File: src/rtl/dmem_arb_pkg.sv
// Shared types and constants for the data-memory port arbiter.
// Optional feature macro used by the arbiter: DMEM_ARB_RR_EN (round-robin policy).
package dmem_arb_pkg;

  localparam int DMEM_DATA_W = 32;
  localparam int DMEM_STRB_W = 4;
  // Request bundles carry a full-width address so range checks work for any DEPTH/AW pair.
  localparam int DMEM_ADDR_W = 32;

  typedef enum logic {
    PORT_CPU = 1'b0,
    PORT_DBG = 1'b1
  } port_id_e;

  typedef struct packed {
    logic                   we;
    logic [DMEM_ADDR_W-1:0] addr;
    logic [DMEM_DATA_W-1:0] wdata;
    logic [DMEM_STRB_W-1:0] wstrb;
  } dmem_req_t;

  function automatic logic addr_in_range(input logic [DMEM_ADDR_W-1:0] addr,
                                         input int unsigned depth);
    return addr < DMEM_ADDR_W'(depth);
  endfunction

endpackage

File: src/rtl/dmem_arb_grant.sv
// Grant decision for the two memory requesters, with starvation counter or round-robin pointer.
// DMEM_ARB_RR_EN selects round-robin; otherwise CPU-priority with a bounded wait for port 1.
module dmem_arb_grant
  import dmem_arb_pkg::*;
#(
  parameter int MAX_WAIT = 4
) (
  input  logic clk,
  input  logic rst_n,
  input  logic req0_i,
  input  logic req1_i,
  output logic gnt0_o,
  output logic gnt1_o
);

  logic gnt0, gnt1;

`ifdef DMEM_ARB_RR_EN
  port_id_e rr_ptr_q, rr_ptr_d;

  // NOTE: every always_comb output gets a default first so no path leaves it unassigned (no latch).
  always_comb begin
    gnt0     = req0_i & (~req1_i | (rr_ptr_q == PORT_CPU));
    gnt1     = req1_i & ~gnt0;
    rr_ptr_d = rr_ptr_q;
    if (req0_i && req1_i) begin
      rr_ptr_d = (rr_ptr_q == PORT_CPU) ? PORT_DBG : PORT_CPU;
    end
  end

  // NOTE: sequential state uses non-blocking assignments so all flops update together at the edge.
  always_ff @(posedge clk or negedge rst_n) begin
    if (!rst_n) rr_ptr_q <= PORT_CPU;
    else        rr_ptr_q <= rr_ptr_d;
  end
`else
  localparam logic [3:0] MAX_WAIT_C = 4'(MAX_WAIT);

  logic [3:0] wait_cnt_q, wait_cnt_d;

  // NOTE: every always_comb output gets a default first so no path leaves it unassigned (no latch).
  always_comb begin
    gnt1       = req1_i & (~req0_i | (wait_cnt_q == MAX_WAIT_C));
    gnt0       = req0_i & ~gnt1;
    wait_cnt_d = wait_cnt_q;
    if (!req1_i || gnt1) begin
      wait_cnt_d = '0;
    end else if (wait_cnt_q != MAX_WAIT_C) begin
      wait_cnt_d = wait_cnt_q + 4'd1;
    end
  end

  // NOTE: sequential state uses non-blocking assignments so all flops update together at the edge.
  always_ff @(posedge clk or negedge rst_n) begin
    if (!rst_n) wait_cnt_q <= '0;
    else        wait_cnt_q <= wait_cnt_d;
  end
`endif

  // Grants are combinational, so they are masked while reset is asserted.
  assign gnt0_o = gnt0 & rst_n;
  assign gnt1_o = gnt1 & rst_n;

endmodule

File: src/rtl/dmem_port_arbiter.sv
// Two-port arbiter in front of a single-port synchronous data memory (CPU + UART bridge).
// Build with DMEM_ARB_RR_EN for round-robin arbitration instead of CPU-priority.
module dmem_port_arbiter
  import dmem_arb_pkg::*;
#(
  parameter int DEPTH    = 2,
  parameter int AW       = (DEPTH > 1) ? $clog2(DEPTH) : 1,
  parameter int MAX_WAIT = 4
) (
  input  logic                   clk,
  input  logic                   rst_n,
  input  logic                   m0_req,
  input  logic                   m0_we,
  input  logic [AW-1:0]          m0_addr,
  input  logic [DMEM_DATA_W-1:0] m0_wdata,
  input  logic [DMEM_STRB_W-1:0] m0_wstrb,
  output logic                   m0_gnt,
  output logic                   m0_rvalid,
  output logic [DMEM_DATA_W-1:0] m0_rdata,
  input  logic                   m1_req,
  input  logic                   m1_we,
  input  logic [AW-1:0]          m1_addr,
  input  logic [DMEM_DATA_W-1:0] m1_wdata,
  input  logic [DMEM_STRB_W-1:0] m1_wstrb,
  output logic                   m1_gnt,
  output logic                   m1_rvalid,
  output logic [DMEM_DATA_W-1:0] m1_rdata,
  output logic                   mem_en,
  output logic                   mem_we,
  output logic [AW-1:0]          mem_addr,
  output logic [DMEM_DATA_W-1:0] mem_wdata,
  output logic [DMEM_STRB_W-1:0] mem_wstrb,
  input  logic [DMEM_DATA_W-1:0] mem_rdata,
  output logic                   conflict
);

  dmem_req_t req0, req1, sel;
  logic      any_gnt, in_range;
  logic      rsp_valid_q, rsp_valid_d;
  port_id_e  rsp_owner_q, rsp_owner_d;
  logic      rsp_oor_q, rsp_oor_d;
  logic      conflict_q;
  logic [DMEM_DATA_W-1:0] rsp_data;

  assign req0 = '{we: m0_we, addr: DMEM_ADDR_W'(m0_addr), wdata: m0_wdata, wstrb: m0_wstrb};
  assign req1 = '{we: m1_we, addr: DMEM_ADDR_W'(m1_addr), wdata: m1_wdata, wstrb: m1_wstrb};

  dmem_arb_grant #(.MAX_WAIT(MAX_WAIT)) u_grant (
    .clk    (clk),
    .rst_n  (rst_n),
    .req0_i (m0_req),
    .req1_i (m1_req),
    .gnt0_o (m0_gnt),
    .gnt1_o (m1_gnt)
  );

  always_comb begin
    sel         = m1_gnt ? req1 : req0;
    any_gnt     = m0_gnt | m1_gnt;
    in_range    = addr_in_range(sel.addr, DEPTH);
    // Out-of-range accesses are granted and answered, but never reach the memory.
    mem_en      = any_gnt & in_range;
    mem_we      = any_gnt & in_range & sel.we;
    mem_addr    = any_gnt ? sel.addr[AW-1:0] : '0;
    mem_wdata   = any_gnt ? sel.wdata : '0;
    mem_wstrb   = any_gnt ? sel.wstrb : '0;
    rsp_valid_d = any_gnt & ~sel.we;
    rsp_owner_d = m1_gnt ? PORT_DBG : PORT_CPU;
    rsp_oor_d   = ~in_range;
  end

  always_ff @(posedge clk or negedge rst_n) begin
    if (!rst_n) begin
      rsp_valid_q <= 1'b0;
      rsp_owner_q <= PORT_CPU;
      rsp_oor_q   <= 1'b0;
      conflict_q  <= 1'b0;
    end else begin
      rsp_valid_q <= rsp_valid_d;
      rsp_owner_q <= rsp_owner_d;
      rsp_oor_q   <= rsp_oor_d;
      conflict_q  <= m0_req & m1_req;
    end
  end

  assign rsp_data  = rsp_oor_q ? '0 : mem_rdata;
  assign m0_rvalid = rsp_valid_q & (rsp_owner_q == PORT_CPU);
  assign m1_rvalid = rsp_valid_q & (rsp_owner_q == PORT_DBG);
  assign m0_rdata  = m0_rvalid ? rsp_data : '0;
  assign m1_rdata  = m1_rvalid ? rsp_data : '0;
  assign conflict  = conflict_q;

  // A refused requester must keep its request and fields unchanged.
  a_m0_hold: assert property (@(posedge clk) disable iff (!rst_n)
    (m0_req && !m0_gnt) |=> (m0_req && $stable(req0)));
  a_m1_hold: assert property (@(posedge clk) disable iff (!rst_n)
    (m1_req && !m1_gnt) |=> (m1_req && $stable(req1)));
  a_one_gnt: assert property (@(posedge clk) !(m0_gnt && m1_gnt));

endmodule
File: config.mk
export PLATFORM = sky130hd
export DESIGN_NAME = dmem_port_arbiter
export DESIGN_NICKNAME = d
export VERILOG_FILES = /design/src/rtl/dmem_arb_pkg.sv /design/src/rtl/dmem_arb_grant.sv /design/src/rtl/dmem_port_arbiter.sv
export SDC_FILE = /design/constraint.sdc
export NUM_CORES = 1
export LEC_CHECK = 0
export ABC_AREA = 1
export CAP_MARGIN = 20
export CORE_MARGIN = 4
export CORE_UTILIZATION = 31
export CTS_BUF_LIST = sky130_fd_sc_hd__clkbuf_4 sky130_fd_sc_hd__clkbuf_8
export DETAILED_ROUTE_END_ITERATION = 8
export PLACE_DENSITY = 0.89
export SLEW_MARGIN = 25
export SYNTH_ARGS = -nofsm -noshare
export SYNTH_HDL_FRONTEND = slang
export SYNTH_SLANG_ARGS = --single-unit
File: constraint.sdc
create_clock -name clk -period 4.6 [get_ports clk]
set_input_delay 1.38 -clock clk [delete_from_list [all_inputs] [get_ports clk]]
set_output_delay 1.38 -clock clk [all_outputs]
set_load 0.02 [all_outputs]
==> results of run 1 <==
-- registers in the layout, summed over array words and instances, names as in the netlist --
signal	flops
rsp_valid_q	1
u_grant.wait_cnt_q	4
conflict	1
rsp_owner_q	1
-- worst min path at each step --
stage	startpoint	end	slack [ns]	depth (start not counted)
after detailed placement	u_grant.wait_cnt_q[0]$_DFFE_PN0P_	u_grant.wait_cnt_q[0]$_DFFE_PN0P_	0.48	1
after CTS	u_grant.wait_cnt_q[0]$_DFFE_PN0P_	u_grant.wait_cnt_q[0]$_DFFE_PN0P_	0.49	1
after global routing	u_grant.wait_cnt_q[0]$_DFFE_PN0P_	u_grant.wait_cnt_q[0]$_DFFE_PN0P_	0.50	1
after global placement	u_grant.wait_cnt_q[0]$_DFFE_PN0P_	u_grant.wait_cnt_q[0]$_DFFE_PN0P_	0.47	1
after floorplan	u_grant.wait_cnt_q[0]$_DFFE_PN0P_	u_grant.wait_cnt_q[0]$_DFFE_PN0P_	0.45	1
final	u_grant.wait_cnt_q[0]$_DFFE_PN0P_	u_grant.wait_cnt_q[0]$_DFFE_PN0P_	0.49	1
-- kinds of logic (layout without fill, tap and decap cells) --
kind of cell | count (synthesis) | after routing | synth area share
compound gates | 2 | 2 | 0.00702
other cells | 0 | 2 | 0
simple gates | 233 | 233 | 0.506
flops | 7 | 7 | 0.0894
fa+ha+maj | 2 | 2 | 0.0128
xor+xnor | 2 | 2 | 0.00894
buf+inv | 183 | 389 | 0.376
-- metrics by stage --
| step | setup slack [ns] | cells | cell area (µm²) | utilization |
|---|---|---|---|---|
| finish | 0.0566 | 712 | 4340 | 0.721 |
| global route | -0.0228 | 712 | 4340 | 0.721 |
| CTS | 0.00757 | 710 | 4240 | 0.704 |
| detailed placement | 0.0107 | 706 | 4190 | 0.696 |
| global placement | 0.0555 | 706 | 4190 | 0.696 |
| floorplan | 0.933 | 429 | 1960 | - |
-- cell type report --
class | count | area (µm²) | share of cell area
Clock buffer | 4 | 48.8 | 0.0112
Antenna cell | 2 | 5.00 | 0.00115
Tap cell | 75 | 93.8 | 0.0216
Multi-Input combinational cell | 239 | 1050 | 0.241
Inverter | 155 | 582 | 0.134
Timing Repair Buffer | 230 | 2390 | 0.551
Sequential cell | 7 | 175 | 0.0403
-- report_power, final --
| part | switching (mW) | leakage [nW] | internal [mW] |
|---|---|---|---|
| Clock | 0.0267 | 0.0262 | 0.0658 |
| Sequential | 0.00138 | 0.0943 | 0.0640 |
| Combinational | 0.163 | 2.81 | 0.178 |
-- cells in the final DEF (no fill, tap or decap), types with 3 or more instances in the layout --
cell and count:
clkdlybuf4s50_1 181, inv_1 154, nor2_1 108, nand2_1 82, nand4_1 39, dlymetal6s2s_1 37, buf_4 8, dfrtp_1 7
clkbuf_8 3
-- timing repair --
item,4_1_cts,5_1_grt
gates resized for setup,0,38
hold buffers,0,0
endpoints found under the setup margin,0,38
-- per-layer routing --
layer,GRT usage,vias up,part of all wire
li1,-,1607,-
met1,0.222,1396,0.33
met2,0.460,154,0.55
met3,0.0605,18,0.093
met4,0.0837,0,0.026
met5,0,-,0
-- critical path: cells and delay by family --
family | cells | cell delay [ns]
buf+inv | 4 | 1.32
simple gates | 4 | 0.45
==> out/qor.csv, run 1 <==
stage;metric;value;unit
run_status;outcome;complete, no violations;
detailed_routing;drt total wl;9.53;mm
power;Overall Power;499;µW
placement;GP Congestion;0.879;
placement;Buffers on Ports;219;
cts;clk slew on worst S/H paths;0.04;ns
power;Leak;2.93;nW
worst_setup_path;Arr. time, crit path;3.16;ns
layout;layout cells sized above 1;0.0315;
global_routing;vias in the first global route;2984;
synth;register area share after synthesis;0.0894;
hold_path;Hold Crit Class;reg2reg;
power;Pwr Density;115;nW/µm²
synth;Post-Synthesis Cells;429;
floorplan;Die H;87.5;µm
cts;worst-skew pair later-pin latency;0.23;ns
worst_setup_path;crit path cell chain;clkdlybuf4s50_1, nand2_2, nand3_4, buf_12, nand2_1, inv_1, nor2_1, clkdlybuf4s50_1;
worst_setup_path;Reg-to-Reg Start;u_grant.wait_cnt_q[0]$_DFFE_PN0P_;
cts;H-tree depth;1;
cts;Clock Tree Buf Depth;2;
global_routing;gr usage total;0.231;
synth;EDFF count, synth;0;
worst_setup_path;crit path to;mem_wdata[15];
timing;Clock Skews;0.00108;ns
synth;syn_nets;543;
worst_setup_path;crit path max fanout;29;
cts;# Post-CTS Setup Buffers;0;
floorplan;Die ar.;7660;µm²
synth;Yosys top cell by area;inv_1;
power;Max IR drop VDD;0.000111;V
global_routing;grt ovf;0;
worst_setup_path;slowest stage delay, CP;0.61;ns
timing;Hold Violations, Final;0;
synth;Cell variety after synth;19;
global_routing;largest net degree at the start of global routing;39;
detailed_routing;Via density;4.46;
synth;top-area cell type share of the netlist area;0.295;
floorplan;Horiz. Die Dim;87.5;µm
synth;main flop type after synthesis;dfrtp_1;
detailed_routing;initial drt markers;93;
worst_setup_path;Critical Path RT;3.22;ns
placement;placed wire-length estimate;7.90;mm
cts;Root Buffer;clkbuf_8;
layout;Filler Cells Inserted;502;
global_routing;first-pass GRT wire length;14.1;mm
worst_setup_path;Critical Path Start;m0_req;
floorplan;Site Rows;28;
worst_setup_path;most frequent CP cell;clkdlybuf4s50_1;
synth;Synth area leaders;inv_1 (30%), nor2_1 (21%), nand2_1 (16%);
layout;Syn-to-layout area delta;122;%
worst_setup_path;Worst Setup Start Kind;primary input;
timing;Peak Freq;0.220;GHz
detailed_routing;wire per inst;13.4;µm
synth;fraction of registers with async set/reset;1.00;
synth;Synth Register Bits;7;
synth;Synth top cells by count;inv_1 (154), nor2_1 (108), nand2_1 (82);
timing;Period minus WS final;4.54;ns
floorplan;core area;6030;µm²
synth;synth warn;0;
synth;most frequent cell after synthesis;inv_1;
timing;Sum Neg Setup Slack;0;ns
cts;CTS Buf Count;3;
synth;mean post-synth cell area;4.57;µm²
timing;worst hold slack;0.487;ns
cts;clk sink count;7;
timing;normalized max-slew margin;0.369;
worst_setup_path;CP Capture Type;primary output;
synth;Mapped Area;1960;µm²
timing;Final Setup Violations;0;
worst_setup_path;Slowest-stage cell, CP;clkdlybuf4s50_1;
layout;layout net count;750;
timing;Slew Limit Fails;0;
worst_setup_path;Worst Reg2Reg Path Length in Cells;9;
detailed_routing;post-route ant nets;0;
detailed_routing;via count;3175;
floorplan;I/O pins;220;
floorplan;Initial Util;0.325;
detailed_routing;DRC viols;0;
worst_setup_path;Reg-to-Reg End;rsp_valid_q$_DFF_PN0_;
worst_setup_path;CP Class;in2out;
cts;CTS tree;done;
detailed_routing;DR pass1 iterations;4;
worst_setup_path;R2R setup slack;3.17;ns
flow_run;max-cap violations;0;
global_routing;initial antenna violation count;2;
timing;Slew @ Worst Pin;0.946;ns
timing;period utilization;0.988;
Note: power is estimated with default switching activity, not from simulation.
==> run 2, diff against run 1 <==
Settings changed: SETUP_SLACK_MARGIN set to 0.4.
==> out/qor.csv, run 2 (synthesis results as in run 1) <==
stage;metric;value;unit
run_status;outcome;complete, no violations;
cts;Clock Tree Buf Depth;2;
global_routing;first-pass GRT wire length;14.2;mm
placement;GP Congestion;0.879;
global_routing;grt ovf;0;
global_routing;gr usage total;0.232;
detailed_routing;via count;3185;
detailed_routing;wire per inst;13.2;µm
timing;Slew @ Worst Pin;0.945;ns
timing;slack of the critical path;0.460;ns
floorplan;Die ar.;7660;µm²
timing;Final Setup Violations;0;
layout;Syn-to-layout area delta;115;%
worst_setup_path;worst path bufs/invs;4;
power;Leak;2.54;nW
timing;normalized max-slew margin;0.369;
detailed_routing;DR pass1 iterations;4;
cts;hold-fix buffers at CTS;0;
worst_setup_path;Slowest-stage cell, CP;clkdlybuf4s50_1;
placement;placed wire-length estimate;7.90;mm
floorplan;Site Rows;28;
worst_setup_path;CP Capture Type;primary output;
worst_setup_path;delay-heaviest family, CP;buffers and inverters;
worst_setup_path;crit path max fanout;38;
worst_setup_path;crit path cell chain;dlygate4sd2_1, o21ai_2, inv_2, buf_12, clkdlybuf4s50_1;
layout;commonest cells after routing, fill and taps aside;clkdlybuf4s50_1 (176), inv_1 (154), nor2_1 (108), nand2_1 (82), nand4_1 (39);
cts;worst-skew pair later-pin latency;0.23;ns
detailed_routing;DRC viols;0;
layout;number of flip-flops in the largest register;4;
global_routing;largest net degree at the start of global routing;39;
cts;clk slew on worst S/H paths;0.04;ns
layout;Biggest register;u_grant.wait_cnt_q;
floorplan;Die H;87.5;µm
timing;RSZ-0062 raised after global routing;false;
floorplan;Initial Util;0.325;
cts;H-tree depth;1;
detailed_routing;drt total wl;9.42;mm
floorplan;I/O pins;220;
cts;CTS tree;done;
timing;Peak Freq;0.242;GHz
global_routing;vias in the first global route;2991;
layout;layout cells sized above 1;0.0377;
timing;Hold Violations, Final;0;
timing;Clock Skews;0.000440;ns
timing;Period minus WS final;4.14;ns
timing;Slew Limit Fails;0;
cts;CTS Buf Count;3;
floorplan;Horiz. Die Dim;87.5;µm
placement;Buffers on Ports;219;
power;Max IR drop VDD;0.000110;V
worst_setup_path;Arr. time, crit path;2.76;ns
detailed_routing;initial drt markers;83;
hold_path;Hold Crit Class;reg2reg;
worst_setup_path;CP Class;in2out;
power;Overall Power;488;µW
layout;commonest non-fill, non-tap cell in the layout;clkdlybuf4s50_1;
detailed_routing;post-route ant nets;0;
worst_setup_path;Worst Setup Start Kind;primary input;
floorplan;core area;6030;µm²
timing;Sum Neg Setup Slack;0;ns
detailed_routing;Via density;4.47;
layout;layout net count;751;
timing;period utilization;0.900;
power;Pwr Density;116;nW/µm²
global_routing;initial antenna violation count;2;
flow_run;max-cap violations;0;
cts;clk sink count;7;
cts;Root Buffer;clkbuf_8;
placement;Setup WS pre-CTS;0.0107;ns
worst_setup_path;Critical Path RT;3.22;ns
worst_setup_path;slowest stage delay, CP;0.63;ns
layout;Finished Core Util;0.700;
run 2: cell count changes in the layout (fill, tap and decap cells not counted):
cell and delta:
dlygate4sd2_1 +38, clkdlybuf4s15_2 +3, clkdlybuf4s50_1 -5, dlymetal6s2s_1 -36, buf_4 +1
run 2: layout make-up:
class,count,area [µm²]
diodes,2,5.00
clock buffers,4,48.8
fillers,536,1810
inverters,155,582
multi-input cells,239,1050
flip-flops and latches,7,175
well taps,75,93.8
repair buffers,231,2260
run 2: per-stage QoR:
stage | area (µm²) | cells | hold slack (ns)
CTS | 4210 | 711 | 0.485
global route | 4220 | 713 | 0.496
floorplan | 1960 | 429 | 0.453
global placement | 4190 | 706 | 0.475
finish | 4220 | 713 | 0.486
detailed placement | 4190 | 706 | 0.480
run 2: final timing paths:
path / startpoint / endpoint / slack [ns] / cells past startpoint
max: m1_req / mem_en / 0.46 / 5
min: u_grant.wait_cnt_q[0]$_DFFE_PN0P_ / u_grant.wait_cnt_q[0]$_DFFE_PN0P_ / 0.49 / 1
max reg2reg: u_grant.wait_cnt_q[0]$_DFFE_PN0P_ / rsp_valid_q$_DFF_PN0_ / 3.19 / 9
min reg2reg: u_grant.wait_cnt_q[0]$_DFFE_PN0P_ / u_grant.wait_cnt_q[0]$_DFFE_PN0P_ / 0.49 / 1
max in group asynchronous: rst_n / rsp_owner_q$_DFF_PN0_ / 3.17 / 2
min in group asynchronous: rst_n / conflict$_DFF_PN0_ / 0.97 / 1
run 2: what timing repair did:
action                     4_1_cts  5_1_grt
pin swaps                        1        0
resized for setup               48        1
buffers inserted                 1        0
setup endpoints to repair       41        1
run 2: routing by layer:
metal,global-route usage,share of wire,vias up
li1,-,-,1608
met1,0.226,0.34,1400
met2,0.463,0.54,161
met3,0.0568,0.095,16
met4,0.0837,0.024,0
met5,0,0,-
run 2: where the power goes:
group,internal [mW],switching (mW)
registers,0.0640,0.00141
clock network,0.0658,0.0267
logic,0.167,0.162
total,0.297,0.190
==> run 3, diff against run 2 <==
Settings changed: REMOVE_ABC_BUFFERS set to 1.
==> out/qor.csv, run 3 (synthesis results as in run 1) <==
stage;metric;value;unit
run_status;outcome;complete, no violations;
worst_setup_path;Critical Path Start;m0_req;
worst_setup_path;CP Capture Type;primary output;
floorplan;Horiz. Die Dim;87.5;µm
layout;Diodes inserted;0;
worst_setup_path;Arr. time, crit path;2.83;ns
placement;Buffers on Ports;219;
hold_path;Hold Startpoint;u_grant.wait_cnt_q[0]$_DFFE_PN0P_;
detailed_routing;via count;3129;
hold_path;Hold Crit Class;reg2reg;
worst_setup_path;slowest stage delay, CP;0.49;ns
floorplan;core area;6030;µm²
global_routing;vias in the first global route;2994;
layout;number of flip-flops in the largest register;4;
cts;CTS Buf Count;3;
detailed_routing;DRC viols;0;
power;Leak;2.46;nW
global_routing;gr usage total;0.220;
hold_path;worst hold path depth;1;
timing;normalized max-slew margin;0.395;
timing;Sum Neg Setup Slack;0;ns
cts;H-tree depth;1;
layout;Syn-to-layout area delta;110;%
layout;Biggest register;u_grant.wait_cnt_q;
timing;Slew @ Worst Pin;0.907;ns
worst_setup_path;crit path max fanout;16;
layout;Finished Core Util;0.682;
cts;clk sink count;7;
cts;# Post-CTS Setup Buffers;0;
timing;Period minus WS final;4.21;ns
worst_setup_path;crit path to;mem_wdata[4];
cts;Resize count post-CTS;109;
floorplan;I/O pins;220;
worst_setup_path;Worst Reg2Reg Path Length in Cells;9;
floorplan;Site Rows;28;
global_routing;largest net degree at the start of global routing;40;
timing;Peak Freq;0.237;GHz
worst_setup_path;CP Class;in2out;
global_routing;first-pass GRT wire length;13.7;mm
placement;Setup WS pre-CTS;0.0457;ns
global_routing;initial antenna violation count;0;
cts;worst-skew pair later-pin latency;0.22;ns
layout;commonest cells after routing, fill and taps aside;clkdlybuf4s50_1 (176), inv_1 (154), nor2_1 (108), nand2_1 (81), nand4_1 (39);
placement;placed wire-length estimate;7.53;mm
flow_run;max-cap violations;0;
layout;layout cells sized above 1;0.0928;
detailed_routing;post-route ant nets;0;
cts;Clock Tree Buf Depth;2;
detailed_routing;Via density;4.40;
worst_setup_path;Slowest-stage cell, CP;clkdlybuf4s50_1;
power;Max IR drop VDD;0.0000716;V
worst_setup_path;Critical Path RT;3.22;ns
worst_setup_path;Reg-to-Reg End;rsp_valid_q$_DFF_PN0_;
timing;period utilization;0.915;
power;Pwr Density;118;nW/µm²
cts;Root Buffer;clkbuf_8;
placement;GP Congestion;0.880;
worst_setup_path;Reg-to-Reg Start;u_grant.wait_cnt_q[0]$_DFFE_PN0P_;
detailed_routing;wire per inst;12.6;µm
worst_setup_path;crit path cell chain;clkdlybuf4s50_1, buf_4, o21ai_2, inv_2, buf_12, nand2_1, nor2_1, clkdlybuf4s15_1;
timing;Hold Violations, Final;0;
global_routing;grt ovf;0;
timing;worst hold slack;0.507;ns
floorplan;Initial Util;0.325;
cts;hold-fix buffers at CTS;0;
layout;Filler Cells Inserted;547;
detailed_routing;initial drt markers;119;
layout;layout net count;751;
cts;CTS tree;done;
timing;Slew Limit Fails;0;
timing;RSZ-0062 raised after global routing;true;
timing;slack of the critical path;0.389;ns
timing;Final Setup Violations;0;
detailed_routing;DR pass1 iterations;4;
worst_setup_path;R2R setup slack;3.12;ns
detailed_routing;drt total wl;8.99;mm
floorplan;Die H;87.5;µm
cts;clk slew on worst S/H paths;0.04;ns
layout;commonest non-fill, non-tap cell in the layout;clkdlybuf4s50_1;
worst_setup_path;Worst Setup Start Kind;primary input;
timing;Clock Skews;0.00182;ns
floorplan;Die ar.;7660;µm²
[run 3: report_power, final]
| part | switching (mW) | internal [mW] | leakage [nW] | total (mW) |
|---|---|---|---|---|
| Clock | 0.0250 | 0.0657 | 0.0262 | 0.0907 |
| Sequential | 0.00160 | 0.0640 | 0.0943 | 0.0656 |
| Combinational | 0.162 | 0.166 | 2.34 | 0.328 |
[run 3: per-stage QoR]
step	std cells	cell area (µm²)	power [mW]
2_1_floorplan	401	1800	0.200
3_3_place_gp	707	4240	0.410
3_5_place_dp	707	4240	0.416
4_1_cts	711	4320	0.501
5_1_grt	711	4110	0.523
6_report	711	4110	0.485
[run 3: worst min path at each step]
stage                                                   end
after floorplan           u_grant.wait_cnt_q[0]$_DFFE_PN0P_
after global placement    u_grant.wait_cnt_q[0]$_DFFE_PN0P_
after detailed placement  u_grant.wait_cnt_q[0]$_DFFE_PN0P_
after CTS                 u_grant.wait_cnt_q[0]$_DFFE_PN0P_
after global routing      u_grant.wait_cnt_q[0]$_DFFE_PN0P_
final                     u_grant.wait_cnt_q[0]$_DFFE_PN0P_
[run 3: layout make-up]
class | instances | area (µm²) | area share
timing repair buffer | 231 | 2160 | 0.526
multi-input combinational | 239 | 1050 | 0.255
inverter | 155 | 582 | 0.142
sequential | 7 | 175 | 0.0426
tap | 75 | 93.8 | 0.0228
clock buffer | 4 | 48.8 | 0.0119
[run 3: worst max-delay path, delay by kind of cell]
| family | cells | cell delay, ns |
|---|---|---|
| AO/OA/AOI/OAI | 1 | 0.07 |
| AND/OR/NAND/NOR | 2 | 0.17 |
| buffers and inverters | 5 | 1.21 |
[run 3: per-layer routing]
metal | vias to the layer above | global-route usage | share of wire
li1 | 1609 | - | -
met1 | 1353 | 0.218 | 0.35
met2 | 149 | 0.442 | 0.53
met3 | 18 | 0.0482 | 0.094
met4 | 0 | 0.0753 | 0.025
met5 | - | 0 | 0
